File: src/rtl/axi_read_arbiter_pkg.sv
// Shared CPU definitions used by the AXI read arbiter and its line buffer.
// Contents:
//   - AXI source ids (arid values) for the three read requesters
//   - cache line geometry (beats per line, beat counter width, arlen values)
//   - AXI burst/size constants
//   - arbiter FSM state enum and the requester (source) enum
package cpu_defs;

    localparam logic [3:0] ICACHE_ID    = 4'd0;
    localparam logic [3:0] DCACHE_ID    = 4'd1;
    localparam logic [3:0] UNCACHE_ID   = 4'd2;

    localparam int         LINE_BEATS   = 4;
    localparam int         BEAT_CNT_W   = $clog2(LINE_BEATS);
    localparam logic [7:0] LINE_ARLEN   = 8'(LINE_BEATS - 1);
    localparam logic [7:0] SINGLE_ARLEN = 8'd0;

    localparam logic [1:0] AXI_BURST_INCR = 2'b01;
    localparam logic [2:0] AXI_SIZE_4B    = 3'd2;

    typedef enum logic [1:0] {
        IDLE,
        AR,
        R,
        RET
    } rd_arb_state_t;

    typedef enum logic [1:0] {
        SRC_ICACHE,
        SRC_DCACHE,
        SRC_UNCACHE
    } rd_src_t;

endpackage

File: src/rtl/axi_read_arbiter_if.sv
// AXI read address (AR) and read data (R) channel bundle.
// Ports (signals):
//   AR: arid[3:0], araddr[31:0], arlen[7:0], arsize[2:0], arburst[1:0],
//       arlock[1:0], arcache[3:0], arprot[2:0], arvalid, arready
//   R : rid[3:0], rdata[31:0], rresp[1:0], rlast, rvalid, rready
// Modports:
//   master - the arbiter side (drives AR and rready)
//   slave  - the memory/interconnect side
interface axi_read_arbiter_if;

    logic [3:0]  arid;
    logic [31:0] araddr;
    logic [7:0]  arlen;
    logic [2:0]  arsize;
    logic [1:0]  arburst;
    logic [1:0]  arlock;
    logic [3:0]  arcache;
    logic [2:0]  arprot;
    logic        arvalid;
    logic        arready;

    logic [3:0]  rid;
    logic [31:0] rdata;
    logic [1:0]  rresp;
    logic        rlast;
    logic        rvalid;
    logic        rready;

    modport master (
        output arid, araddr, arlen, arsize, arburst, arlock, arcache, arprot, arvalid,
        input  arready,
        input  rid, rdata, rresp, rlast, rvalid,
        output rready
    );

    modport slave (
        input  arid, araddr, arlen, arsize, arburst, arlock, arcache, arprot, arvalid,
        output arready,
        output rid, rdata, rresp, rlast, rvalid,
        input  rready
    );

endinterface

File: src/rtl/axi_read_arbiter_line_buffer.sv
// Beat counter plus LINE_BEATS x 32-bit line register for assembling read bursts.
// Ports:
//   clk, reset   clock and asynchronous active-high reset
//   clear        restart the beat counter at word 0 (line contents are kept)
//   we           accept one beat: write wdata into word [cnt] and advance cnt
//   wdata[31:0]  beat data
//   wlast        the beat being written is the last of the burst
//   line[127:0]  registered line, word 0 in bits [31:0]
//   done         a last beat is being written this cycle
module axi_rd_line_buffer
    import cpu_defs::*;
(
    input  logic                        clk,
    input  logic                        reset,
    input  logic                        clear,
    input  logic                        we,
    input  logic [31:0]                 wdata,
    input  logic                        wlast,
    output logic [LINE_BEATS*32-1:0]    line,
    output logic                        done
);

    localparam logic [BEAT_CNT_W-1:0] LAST_BEAT = BEAT_CNT_W'(LINE_BEATS - 1);

    logic [BEAT_CNT_W-1:0]        cnt;
    logic [LINE_BEATS-1:0][31:0]  words;

    // Beats land in consecutive words. The counter sticks at the last word so
    // an over-long burst keeps overwriting the top word instead of wrapping
    // back onto word 0. Words not reached by a short burst keep old data.
    always_ff @(posedge clk or posedge reset) begin
        if (reset) begin
            cnt   <= '0;
            words <= '0;
        end else if (clear) begin
            cnt <= '0;
        end else if (we) begin
            words[cnt] <= wdata;
            if (cnt != LAST_BEAT) begin
                cnt <= cnt + 1'b1;
            end
        end
    end

    assign line = words;
    assign done = we & wlast;

endmodule

File: src/rtl/axi_read_arbiter.sv
// Arbitrates the single AXI read channel among instruction cache refill,
// data cache refill and uncached loads; one transaction outstanding.
// Ports:
//   clk, reset                          clock, asynchronous active-high reset
//   icache_req/uncache/addr             instruction read request
//   icache_addr_ready                   combinational accept pulse
//   icache_data_ready/icache_rdata      return pulse; line, or word in [31:0] if uncached
//   dcache_rd_req/addr, dcache_rd_rdy   data cache line refill request / accept
//   dcache_ret_valid/data               return pulse; line
//   uncache_rd_req/size/addr, _rdy      uncached load request / accept
//   uncache_ret_valid/data              return pulse; word
//   axi                                 AXI AR/R channels (master side)
module axi_read_arbiter
    import cpu_defs::*;
(
    input  logic                clk,
    input  logic                reset,
    input  logic                icache_req,
    input  logic                icache_uncache,
    input  logic [31:0]         icache_addr,
    output logic                icache_addr_ready,
    output logic                icache_data_ready,
    output logic [127:0]        icache_rdata,
    input  logic                dcache_rd_req,
    input  logic [31:0]         dcache_rd_addr,
    output logic                dcache_rd_rdy,
    output logic                dcache_ret_valid,
    output logic [127:0]        dcache_ret_data,
    input  logic                uncache_rd_req,
    input  logic [2:0]          uncache_rd_size,
    input  logic [31:0]         uncache_rd_addr,
    output logic                uncache_rd_rdy,
    output logic                uncache_ret_valid,
    output logic [31:0]         uncache_ret_data,
    axi_read_arbiter_if.master  axi
);

    rd_arb_state_t state, next_state;
    rd_src_t       src, sel_src;
    logic          ic_single, sel_ic_single;
    logic          accept;
    logic [3:0]    sel_id;
    logic [31:0]   sel_addr;
    logic [7:0]    sel_len;
    logic [2:0]    sel_size;
    logic          beat_we, beat_clear, line_done;
    logic [127:0]  line;
    logic          unused_bits;

    // FSM state register.
    always_ff @(posedge clk or posedge reset) begin
        if (reset) begin
            state <= IDLE;
        end else begin
            state <= next_state;
        end
    end

    // Next state plus the combinational accept pulses. In IDLE the highest
    // priority requester (uncache > dcache > icache) wins and its AR fields
    // are selected here so the registers can capture them on the accept edge.
    // Cached reads fetch the whole aligned line; uncached reads a single beat.
    always_comb begin
        next_state        = state;
        accept            = 1'b0;
        icache_addr_ready = 1'b0;
        dcache_rd_rdy     = 1'b0;
        uncache_rd_rdy    = 1'b0;
        sel_src           = SRC_ICACHE;
        sel_ic_single     = 1'b0;
        sel_id            = ICACHE_ID;
        sel_addr          = '0;
        sel_len           = SINGLE_ARLEN;
        sel_size          = AXI_SIZE_4B;
        case (state)
            IDLE: begin
                if (uncache_rd_req) begin
                    uncache_rd_rdy = 1'b1;
                    accept         = 1'b1;
                    sel_src        = SRC_UNCACHE;
                    sel_id         = UNCACHE_ID;
                    sel_addr       = uncache_rd_addr;
                    sel_size       = uncache_rd_size;
                end else if (dcache_rd_req) begin
                    dcache_rd_rdy  = 1'b1;
                    accept         = 1'b1;
                    sel_src        = SRC_DCACHE;
                    sel_id         = DCACHE_ID;
                    sel_addr       = {dcache_rd_addr[31:4], 4'b0};
                    sel_len        = LINE_ARLEN;
                end else if (icache_req) begin
                    icache_addr_ready = 1'b1;
                    accept            = 1'b1;
                    sel_ic_single     = icache_uncache;
                    sel_addr          = icache_uncache ? icache_addr : {icache_addr[31:4], 4'b0};
                    sel_len           = icache_uncache ? SINGLE_ARLEN : LINE_ARLEN;
                end
                if (accept) begin
                    next_state = AR;
                end
            end
            AR: begin
                if (axi.arready) begin
                    next_state = R;
                end
            end
            R: begin
                if (line_done) begin
                    next_state = RET;
                end
            end
            RET: begin
                next_state = IDLE;
            end
            default: begin
                next_state = IDLE;
            end
        endcase
    end

    // Registered AXI and return outputs. AR fields are captured at accept and
    // held until the next accept, so they stay stable while arvalid waits for
    // arready. The return pulse is raised on the edge that takes the last
    // beat, which makes it coincide with the RET state.
    always_ff @(posedge clk or posedge reset) begin
        if (reset) begin
            axi.arid          <= '0;
            axi.araddr        <= '0;
            axi.arlen         <= '0;
            axi.arsize        <= '0;
            axi.arburst       <= '0;
            axi.arlock        <= '0;
            axi.arcache       <= '0;
            axi.arprot        <= '0;
            axi.arvalid       <= 1'b0;
            axi.rready        <= 1'b0;
            src               <= SRC_ICACHE;
            ic_single         <= 1'b0;
            icache_data_ready <= 1'b0;
            dcache_ret_valid  <= 1'b0;
            uncache_ret_valid <= 1'b0;
        end else begin
            icache_data_ready <= 1'b0;
            dcache_ret_valid  <= 1'b0;
            uncache_ret_valid <= 1'b0;
            case (state)
                IDLE: begin
                    if (accept) begin
                        axi.arid    <= sel_id;
                        axi.araddr  <= sel_addr;
                        axi.arlen   <= sel_len;
                        axi.arsize  <= sel_size;
                        axi.arburst <= AXI_BURST_INCR;
                        axi.arlock  <= '0;
                        axi.arcache <= '0;
                        axi.arprot  <= '0;
                        axi.arvalid <= 1'b1;
                        src         <= sel_src;
                        ic_single   <= sel_ic_single;
                    end
                end
                AR: begin
                    if (axi.arready) begin
                        axi.arvalid <= 1'b0;
                        axi.rready  <= 1'b1;
                    end
                end
                R: begin
                    if (line_done) begin
                        axi.rready <= 1'b0;
                        case (src)
                            SRC_ICACHE:  icache_data_ready <= 1'b1;
                            SRC_DCACHE:  dcache_ret_valid  <= 1'b1;
                            SRC_UNCACHE: uncache_ret_valid <= 1'b1;
                            default: ;
                        endcase
                    end
                end
                default: ;
            endcase
        end
    end

    // Only beats tagged with our own id belong to the outstanding transaction.
    assign beat_clear = (state == AR) && axi.arready;
    assign beat_we    = (state == R) && axi.rvalid && (axi.rid == axi.arid);

    axi_rd_line_buffer u_line_buffer (
        .clk   (clk),
        .reset (reset),
        .clear (beat_clear),
        .we    (beat_we),
        .wdata (axi.rdata),
        .wlast (axi.rlast),
        .line  (line),
        .done  (line_done)
    );

    assign icache_rdata     = ic_single ? {96'b0, line[31:0]} : line;
    assign dcache_ret_data  = line;
    assign uncache_ret_data = line[31:0];

    // Read responses are passed through regardless of rresp, and dcache
    // refills are always line aligned, so these bits carry no information.
    assign unused_bits = ^{axi.rresp, dcache_rd_addr[3:0]};

endmodule
File: src/flat_wrapper.sv
// flat-port wrapper written by rule: the top's interface ports become plain ports
module axi_read_arbiter_flat import cpu_defs::*;
  (clk, reset, icache_req, icache_uncache, icache_addr, icache_addr_ready, icache_data_ready, icache_rdata, dcache_rd_req, dcache_rd_addr, dcache_rd_rdy, dcache_ret_valid, dcache_ret_data, uncache_rd_req, uncache_rd_size, uncache_rd_addr, uncache_rd_rdy, uncache_ret_valid, uncache_ret_data, axi_arid, axi_araddr, axi_arlen, axi_arsize, axi_arburst, axi_arlock, axi_arcache, axi_arprot, axi_arvalid, axi_arready, axi_rid, axi_rdata, axi_rresp, axi_rlast, axi_rvalid, axi_rready);
  axi_read_arbiter_if axi_i ();
  input  logic clk;
  input  logic reset;
  input  logic icache_req;
  input  logic icache_uncache;
  input  logic [31:0] icache_addr;
  output logic icache_addr_ready;
  output logic icache_data_ready;
  output logic [127:0] icache_rdata;
  input  logic dcache_rd_req;
  input  logic [31:0] dcache_rd_addr;
  output logic dcache_rd_rdy;
  output logic dcache_ret_valid;
  output logic [127:0] dcache_ret_data;
  input  logic uncache_rd_req;
  input  logic [2:0] uncache_rd_size;
  input  logic [31:0] uncache_rd_addr;
  output logic uncache_rd_rdy;
  output logic uncache_ret_valid;
  output logic [31:0] uncache_ret_data;
  output wire logic [$bits(axi_i.arid)-1:0] axi_arid;
  output wire logic [$bits(axi_i.araddr)-1:0] axi_araddr;
  output wire logic [$bits(axi_i.arlen)-1:0] axi_arlen;
  output wire logic [$bits(axi_i.arsize)-1:0] axi_arsize;
  output wire logic [$bits(axi_i.arburst)-1:0] axi_arburst;
  output wire logic [$bits(axi_i.arlock)-1:0] axi_arlock;
  output wire logic [$bits(axi_i.arcache)-1:0] axi_arcache;
  output wire logic [$bits(axi_i.arprot)-1:0] axi_arprot;
  output wire logic [$bits(axi_i.arvalid)-1:0] axi_arvalid;
  input wire logic [$bits(axi_i.arready)-1:0] axi_arready;
  input wire logic [$bits(axi_i.rid)-1:0] axi_rid;
  input wire logic [$bits(axi_i.rdata)-1:0] axi_rdata;
  input wire logic [$bits(axi_i.rresp)-1:0] axi_rresp;
  input wire logic [$bits(axi_i.rlast)-1:0] axi_rlast;
  input wire logic [$bits(axi_i.rvalid)-1:0] axi_rvalid;
  output wire logic [$bits(axi_i.rready)-1:0] axi_rready;
  assign axi_arid = axi_i.arid;
  assign axi_araddr = axi_i.araddr;
  assign axi_arlen = axi_i.arlen;
  assign axi_arsize = axi_i.arsize;
  assign axi_arburst = axi_i.arburst;
  assign axi_arlock = axi_i.arlock;
  assign axi_arcache = axi_i.arcache;
  assign axi_arprot = axi_i.arprot;
  assign axi_arvalid = axi_i.arvalid;
  assign axi_i.arready = axi_arready;
  assign axi_i.rid = axi_rid;
  assign axi_i.rdata = axi_rdata;
  assign axi_i.rresp = axi_rresp;
  assign axi_i.rlast = axi_rlast;
  assign axi_i.rvalid = axi_rvalid;
  assign axi_rready = axi_i.rready;
  axi_read_arbiter u_core (.clk(clk), .reset(reset), .icache_req(icache_req), .icache_uncache(icache_uncache), .icache_addr(icache_addr), .icache_addr_ready(icache_addr_ready), .icache_data_ready(icache_data_ready), .icache_rdata(icache_rdata), .dcache_rd_req(dcache_rd_req), .dcache_rd_addr(dcache_rd_addr), .dcache_rd_rdy(dcache_rd_rdy), .dcache_ret_valid(dcache_ret_valid), .dcache_ret_data(dcache_ret_data), .uncache_rd_req(uncache_rd_req), .uncache_rd_size(uncache_rd_size), .uncache_rd_addr(uncache_rd_addr), .uncache_rd_rdy(uncache_rd_rdy), .uncache_ret_valid(uncache_ret_valid), .uncache_ret_data(uncache_ret_data), .axi(axi_i));
endmodule
File: config.mk
export PLATFORM = sky130hd
export DESIGN_NAME = axi_read_arbiter_flat
export DESIGN_NICKNAME = d
export VERILOG_FILES = /design/src/rtl/axi_read_arbiter_pkg.sv /design/src/rtl/axi_read_arbiter_if.sv /design/src/rtl/axi_read_arbiter_line_buffer.sv /design/src/rtl/axi_read_arbiter.sv /design/src/flat_wrapper.sv
export SDC_FILE = /design/constraint.sdc
export NUM_CORES = 1
export LEC_CHECK = 0
export ABC_AREA = 1
export BUFFER_PORTS_ARGS = -buffer_cell sky130_fd_sc_hd__buf_4
export CAP_MARGIN = 20
export CORE_AREA = 2 2 196 198
export CTS_CLUSTER_SIZE = 16
export DETAILED_ROUTE_END_ITERATION = 7
export DIE_AREA = 0 0 198 200
export PLACE_DENSITY = 0.56
export SETUP_SLACK_MARGIN = 0.3
export SYNTH_ARGS = -nofsm -noshare
export SYNTH_HDL_FRONTEND = slang
export SYNTH_SLANG_ARGS = --single-unit
File: constraint.sdc
create_clock -name clk -period 6.15 [get_ports clk]
set_input_delay 0.3075 -clock clk [delete_from_list [all_inputs] [get_ports clk]]
set_output_delay 0.3075 -clock clk [all_outputs]
set_load 0.005 [all_outputs]
# Word-level counts from Yosys, hierarchy flattened
# Cells that the tools add are included.
[totals]
ff_bits = 188
inputBits = 146
out_inout_bits = 354
elab_cells = 105
[op_classes]
add_sub_neg = 1
order_cmp = 2
n_eq_ne = 11
n_mux = 55
n_bitwise = 2
n_reduce_logical = 16
[ops]
columns = ["op", "count"]
rows = [
  ["$bwmux W128", 1],
  ["$mux W128", 1],
  ["$mux W32", 4],
  ["$demux W32 S2", 1],
  ["$mux W1", 31],
  ["$mux W8", 3],
  ["$mux W2", 8],
  ["$reduce_and A3 Y1", 3],
  ["$mux W4", 2],
  ["$pmux W2 S4", 1],
  ["$reduce_bool A2 Y1", 4],
  ["$eq A2 B2 Y1 const B", 3],
  ["$ne A2 B1 Y1 const B", 3],
  ["$reduce_and A2 Y1", 3],
  ["$eq A2 B1 Y1 const B", 2],
  ["$eq A4 B4 Y1", 1],
  ["$logic_and A1 B1 Y1", 4],
  ["$logic_not A2 Y1", 2],
  ["$ne A2 B2 Y1 const B", 2],
  ["$pmux W1 S2", 2],
  ["$lt A2 B3 Y1 const B", 1],
  ["$mux W3", 1],
  ["$add A2 B1 Y2 const B", 1],
  ["$ge A2 B1 Y1 const B", 1],
  ["2 further kinds", 2],
]

# Depth between registers and ports, before layout
[logic_depth]
ltp_word = 7
depth_mapped = 12

# Cells and area by module
# From an unflattened synthesis, not the netlist that was laid out.
[hier_totals]
cells_unflattened = 1243
area_unflattened_um2 = 9521.6
[by_module_without_submodules]
columns = ["module", "instances", "cells_each", "area_each_um2", "seq_area_each_um2"]
rows = [
  ["axi_rd_line_buffer", 1, 598, 5536.6, 3253.1],
  ["axi_read_arbiter", 1, 645, 3985.1, 1176.1],
]

# Worst setup path before layout
# Ideal clock, no wire load.
[synth_path]
kind = "reg2reg"
start = "register u_core.state[0]"
end = "register u_core.u_line_buffer.words (netlist bit u_core.u_line_buffer.line[100])"
arrival_time_ps = 1479
setup_slack_ps = 4553
stages_incl_launch_ff = 13
n_path_buf = 2
path_cell_list = "dfrtp_1 > inv_1 > ha_1 > nand2_1 > inv_1 > nand2_1 > nor2_2 > and2_1 > buf_6 > nand3_2 > buf_2 > nand2_1 > nand2_1"
[synth_via]
elab_chain_len = 4
word_cells_on_any_way = 7
classes_between = "eq/ne: 2; bitwise: 1; reduce/logical: 4"
[synth_rtl]
columns = ["element", "line_no", "text"]
rows = [
  ["from (decl)", "axi_read_arbiter.sv:38", "rd_arb_state_t state, next_state;"],
  ["from (signal assigned)", "axi_read_arbiter.sv:55", "state <= next_state;"],
  ["$eq A2 B2 Y1 or $eq A2 B1 Y1 (tied branches)", "axi_read_arbiter.sv:186, axi_read_arbiter.sv:185", ""],
  ["$logic_and A1 B1 Y1, on equally long branches", "axi_read_arbiter.sv:186, axi_read_arbiter.sv:185", ""],
  ["$logic_and A1 B1 Y1 or $not A1 Y1 (tied branches)", "--", ""],
  ["$reduce_and A2 Y1 (no line) *", "--", ""],
  ["to (signal, indexed assignment)", "axi_read_arbiter_line_buffer.sv:38", "words[cnt] <= wdata;"],
  ["to (decl)", "axi_read_arbiter_line_buffer.sv:26", "logic [LINE_BEATS-1:0][31:0] words;"],
]
# Mark *: on every way between the ends. The rest lies on a longest branch, timed or not.
# A chain may end at the register's enable or synchronous reset.

# Final worst setup path
[layout_path]
start = "register u_core.state[0]"
end = "register u_core.u_line_buffer.words (netlist bit u_core.u_line_buffer.line[13])"
# Same word-level chain as after synthesis.

==> flow_results.org <==
** Outcome
- The run finished, with violations left.
- Violations in the final reports :: negative hold slack

** GRT
- Total global routing overflow :: 0
- Entering global routing, the biggest net connects 107 pins.
- Number of antenna violations at the first check in global routing :: 1
- Vias in the first global route :: 8729
- Total routing usage reported by global routing :: 0.178
- First-pass GRT wire length :: 52900 um

** Clock tree
- The longest clock path from root to sink contains 2 buffers.
- TritonCTS clock tree :: done
- Clock tree synthesis selected as its root buffer the cell clkbuf_16.
- Clk_lat worst skew :: 0.44 ns
- The clock tree synthesis step divided the H-tree into 4 levels.
- CTS buffer count :: 17
- For this design, the sink count on the clock tree is 177.
- For this design, the CTS-stage hold fixing added 0 buffers.
- Setup repair bufs after CTS :: 0
- In this run, post-CTS repair resized a total of 0 instances.
- After clock tree synthesis, the clock-pin slew on the worst setup and hold paths is 0.07 ns.

** Die
- The region available for standard cell placement spans 37400 um2.
- Area enclosed by the die boundary :: 39600 um2
- From bottom edge to top edge, the die measures 200 um.
- Site Rows :: 71
- Starting density of the core :: 0.247
- Pin placement for this block handled 500 I/O pins.
- Measured along the x axis, the die boundary spans 198 um.

** Setup path
- In this design, the stage delay of the slowest critical-path cell is 0.97 ns.
- Walking the worst path, the cells encountered are inv_1 -> ha_1 -> nand2_1 -> inv_1 -> nand2_1 -> nor2_2 -> and2_4 -> nand3_2 -> nand2_1 -> nand2_1.
- The worst setup path is launched from a register.
- Worst setup path class :: register to register
- In this design, the critical path's most frequently occurring cell is nand2_1.
- In this run the worst setup path begins at u_core.state[0].
- The worst setup path is captured at a register.
- Standard cell with the maximum stage delay on the critical path :: nand3_2
- Required arrival time at the worst endpoint :: 6.47 ns
- Of all nets on the critical path, the largest fanout is 69.
- Worst R2R Start :: u_core.state[0]
- Worst endpoint data arrival time :: 3.44 ns

** Synth
- For this run, the register share of the synthesized area comes to 0.480.
- In the synthesized netlist, the number of instances is 1144.
- Number of synthesized flops with an enable pin :: 0
- During synthesis, Yosys emitted a total of 0 warnings.
- By area the synthesized netlist is led by dfrtp_1 (48%), nand2_1 (12%), nand4_1 (11%).
- The average instance in the mapped netlist occupies 8.06 um2.
- In the synthesized netlist the async set-or-reset flop fraction comes to 1.00.
- Post-synth top flop :: dfrtp_1
- Cell type with the highest aggregate area in the netlist :: dfrtp_1
- Fraction of post-synthesis cell area in the top cell type by area :: 0.480
- Count of different cell masters after synthesis :: 30
- Number of synthesized register bits :: 177
- Post-synthesis instance area :: 9220 um2

** STA
- Dividing the final minimum period by the clock period gives 0.507.
- Highest clock frequency the design can meet :: 321 MHz
- Across all hold checks on the routed design, the worst slack comes to -0.0156 ns.
- Count of pins over their slew limit :: 0
- The worst pin sits at a relative slew slack of 0.253.
- For the pin with the worst max-slew slack, the measured transition is 1.12 ns.
- After layout, the minimum clock period comes to 3.12 ns.
- Across the routed clock network, the largest skew measured is 0.00844 ns.
- Setup repair after global routing left no endpoint under its margin.
- The final hold violation count was 18.
- Post-Route Setup TNS :: 0 ns
- In the post-route analysis, the smallest setup slack over all paths is 3.03 ns.
- Setup violations remaining at the end of the flow were counted as 0.

** Drt
- In the routed design, unresolved DRC markers number 0.
- Overall via count from detail_route :: 9060
- Initial detailed-routing violation count :: 351
- Vias per inst :: 4.50
- WL per Instance :: 17.9 um
- Total length of routed wires :: 36100 um
- Once detail routing completed, the nets flagged for antenna violations numbered 0.
- DR pass1 iterations :: 5

** Placement
- Placed Cells :: 1981
- After detailed placement, the total cell area comes to 12500 um2.
- PortBufs :: 475
- At the end of routability-driven placement, the weighted congestion stood at 0.787.
- Worst-case setup slack after placement :: 2.99 ns
- HPWL after detailed placement :: 25400 um

** Finish
- Number of nets at the end of the flow :: 1642
- In the final layout, the share of cells above drive strength 1 is 0.354.
- Summing all non-filler instances in the final layout gives an area of 13100 um2.
- Final cell count without fillers :: 2014
- The area growth from synthesis to layout is 42.4%.

** Power
- Summed over all cells, the static leakage comes to 7.13 nW.
- Pwr per Cell Area :: 327 nW/um2
- VDD sags by at most 0.258 mV.

** Min path
- The path class of the tightest hold or removal check is primary input to asynchronous set/reset pin.

** Run
- Max-cap violations in this run came to 0.
==> kinds of logic (layout without fill, tap and decap cells) <==
| kind of cell | Yosys count | count (layout) | share of synthesized area |
|---|---|---|---|
| xor gates and xnor gates | 1 | 1 | 0.000950 |
| adders and majority gates | 7 | 7 | 0.00949 |
| other | 1 | 19 | 0.000407 |
| DFF | 177 | 177 | 0.480 |
| and+or+nand+nor | 598 | 598 | 0.292 |
| AOI/OAI and AO/OA | 72 | 72 | 0.0533 |
| buffers and inverters | 288 | 629 | 0.164 |
==> final cells by class <==
class | instances | area, um2
flip-flops and latches | 177 | 4430
inverters | 116 | 443
repair buffers | 481 | 3610
clock buffers | 19 | 453
clock inverters | 13 | 178
well taps | 511 | 639
diodes | 1 | 2.50
fillers | 3949 | 24300
multi-input cells | 696 | 3380
==> worst paths after layout <==
check                                                 to  slack (ns)  depth (start not counted)
max in group asynchronous  u_core.u_line_buffer.line[63]        4.61                          3
min reg2reg                        u_core.axi.arburst[0]        0.48                          1
min                                u_core.axi.araddr[12]       -0.02                          2
min in group clk                    u_core.axi.arsize[0]        0.10                          2
max                        u_core.u_line_buffer.line[13]        3.03                         10
max reg2reg                u_core.u_line_buffer.line[13]        3.03                         10
==> synth_stat cells (2+ instances only) <==
cell type    n
nand2_1    287
dfrtp_1    177
nand4_1    158
nor2_1     134
inv_1      114
buf_4       84
clkbuf_1    50
a22oi_1     32
a31oi_1     29
buf_2       22
buf_6       10
nand3_1     10
ha_1         7
nand3_2      4
o21ai_0      4
clkbuf_2     3
a21oi_1      2
a22o_1       2
buf_1        2
inv_2        2
nor2_2       2
==> stage by stage <==
step / util / power [mW]
floorplan: - / 2.43
global placement: 0.334 / 3.13
detailed placement: 0.334 / 3.15
CTS: 0.351 / 4.35
global route: 0.351 / 4.58
finish: 0.351 / 4.30
==> state kept, by name, indices dropped and copies added, names as in the netlist <==
| signal | cells |
|---|---|
| u_core.axi.araddr | 32 |
| u_core.axi.arburst | 1 |
| u_core.axi.arid | 2 |
| u_core.axi.arlen | 1 |
| u_core.axi.arsize | 3 |
| u_core.axi.arvalid | 1 |
| u_core.axi.rready | 1 |
| u_core.dcache_ret_valid | 1 |
| u_core.ic_single | 1 |
| u_core.icache_data_ready | 1 |
| u_core.state | 2 |
| u_core.u_line_buffer.cnt | 2 |
| u_core.u_line_buffer.line | 128 |
| u_core.uncache_ret_valid | 1 |
==> where the power goes <==
part / switching, mW / leakage [nW] / internal, mW
Combinational: 0.731 / 4.48 / 0.715
Clock: 0.510 / 0.305 / 0.671
Sequential: 0.267 / 2.35 / 1.40
Total: 1.51 / 7.13 / 2.79
==> critical path, delay by kind of cell, from the launching register on <==
kind | cells | cell delay, ns
AND/OR/NAND/NOR | 7 | 2.22
adder cells (fa/ha/maj) | 1 | 0.20
flip-flops | 1 | 0.40
buffers and inverters | 2 | 0.14
==> per-layer routing <==
metal	GRT usage	up-vias	routed length [um]
met5	0	-	0
met4	0.0613	0	928
met3	0.0501	32	2690
met2	0.313	381	18100
met1	0.209	4310	14400
li1	-	4337	-
==> cells in the final DEF, fill, tap and decap left out, types with 2 or more instances in the layout <==
cell type     n
buf_4       481
nand2_1     286
dfrtp_1     176
nand4_1     158
nor2_1      134
inv_1       113
a22oi_1      32
a31oi_1      29
conb_1       18
clkbuf_16    17
nand3_1      10
nand3_2       4
o21ai_0       4
ha_2          4
ha_1          3
inv_6         3
bufinv_16     3
inv_2         2
nor2_2        2
a22o_1        2
inv_8         2
clkinv_2      2
clkinvlp_4    2
clkbuf_8      2
No activity file was read; power rests on OpenSTA's default activity.
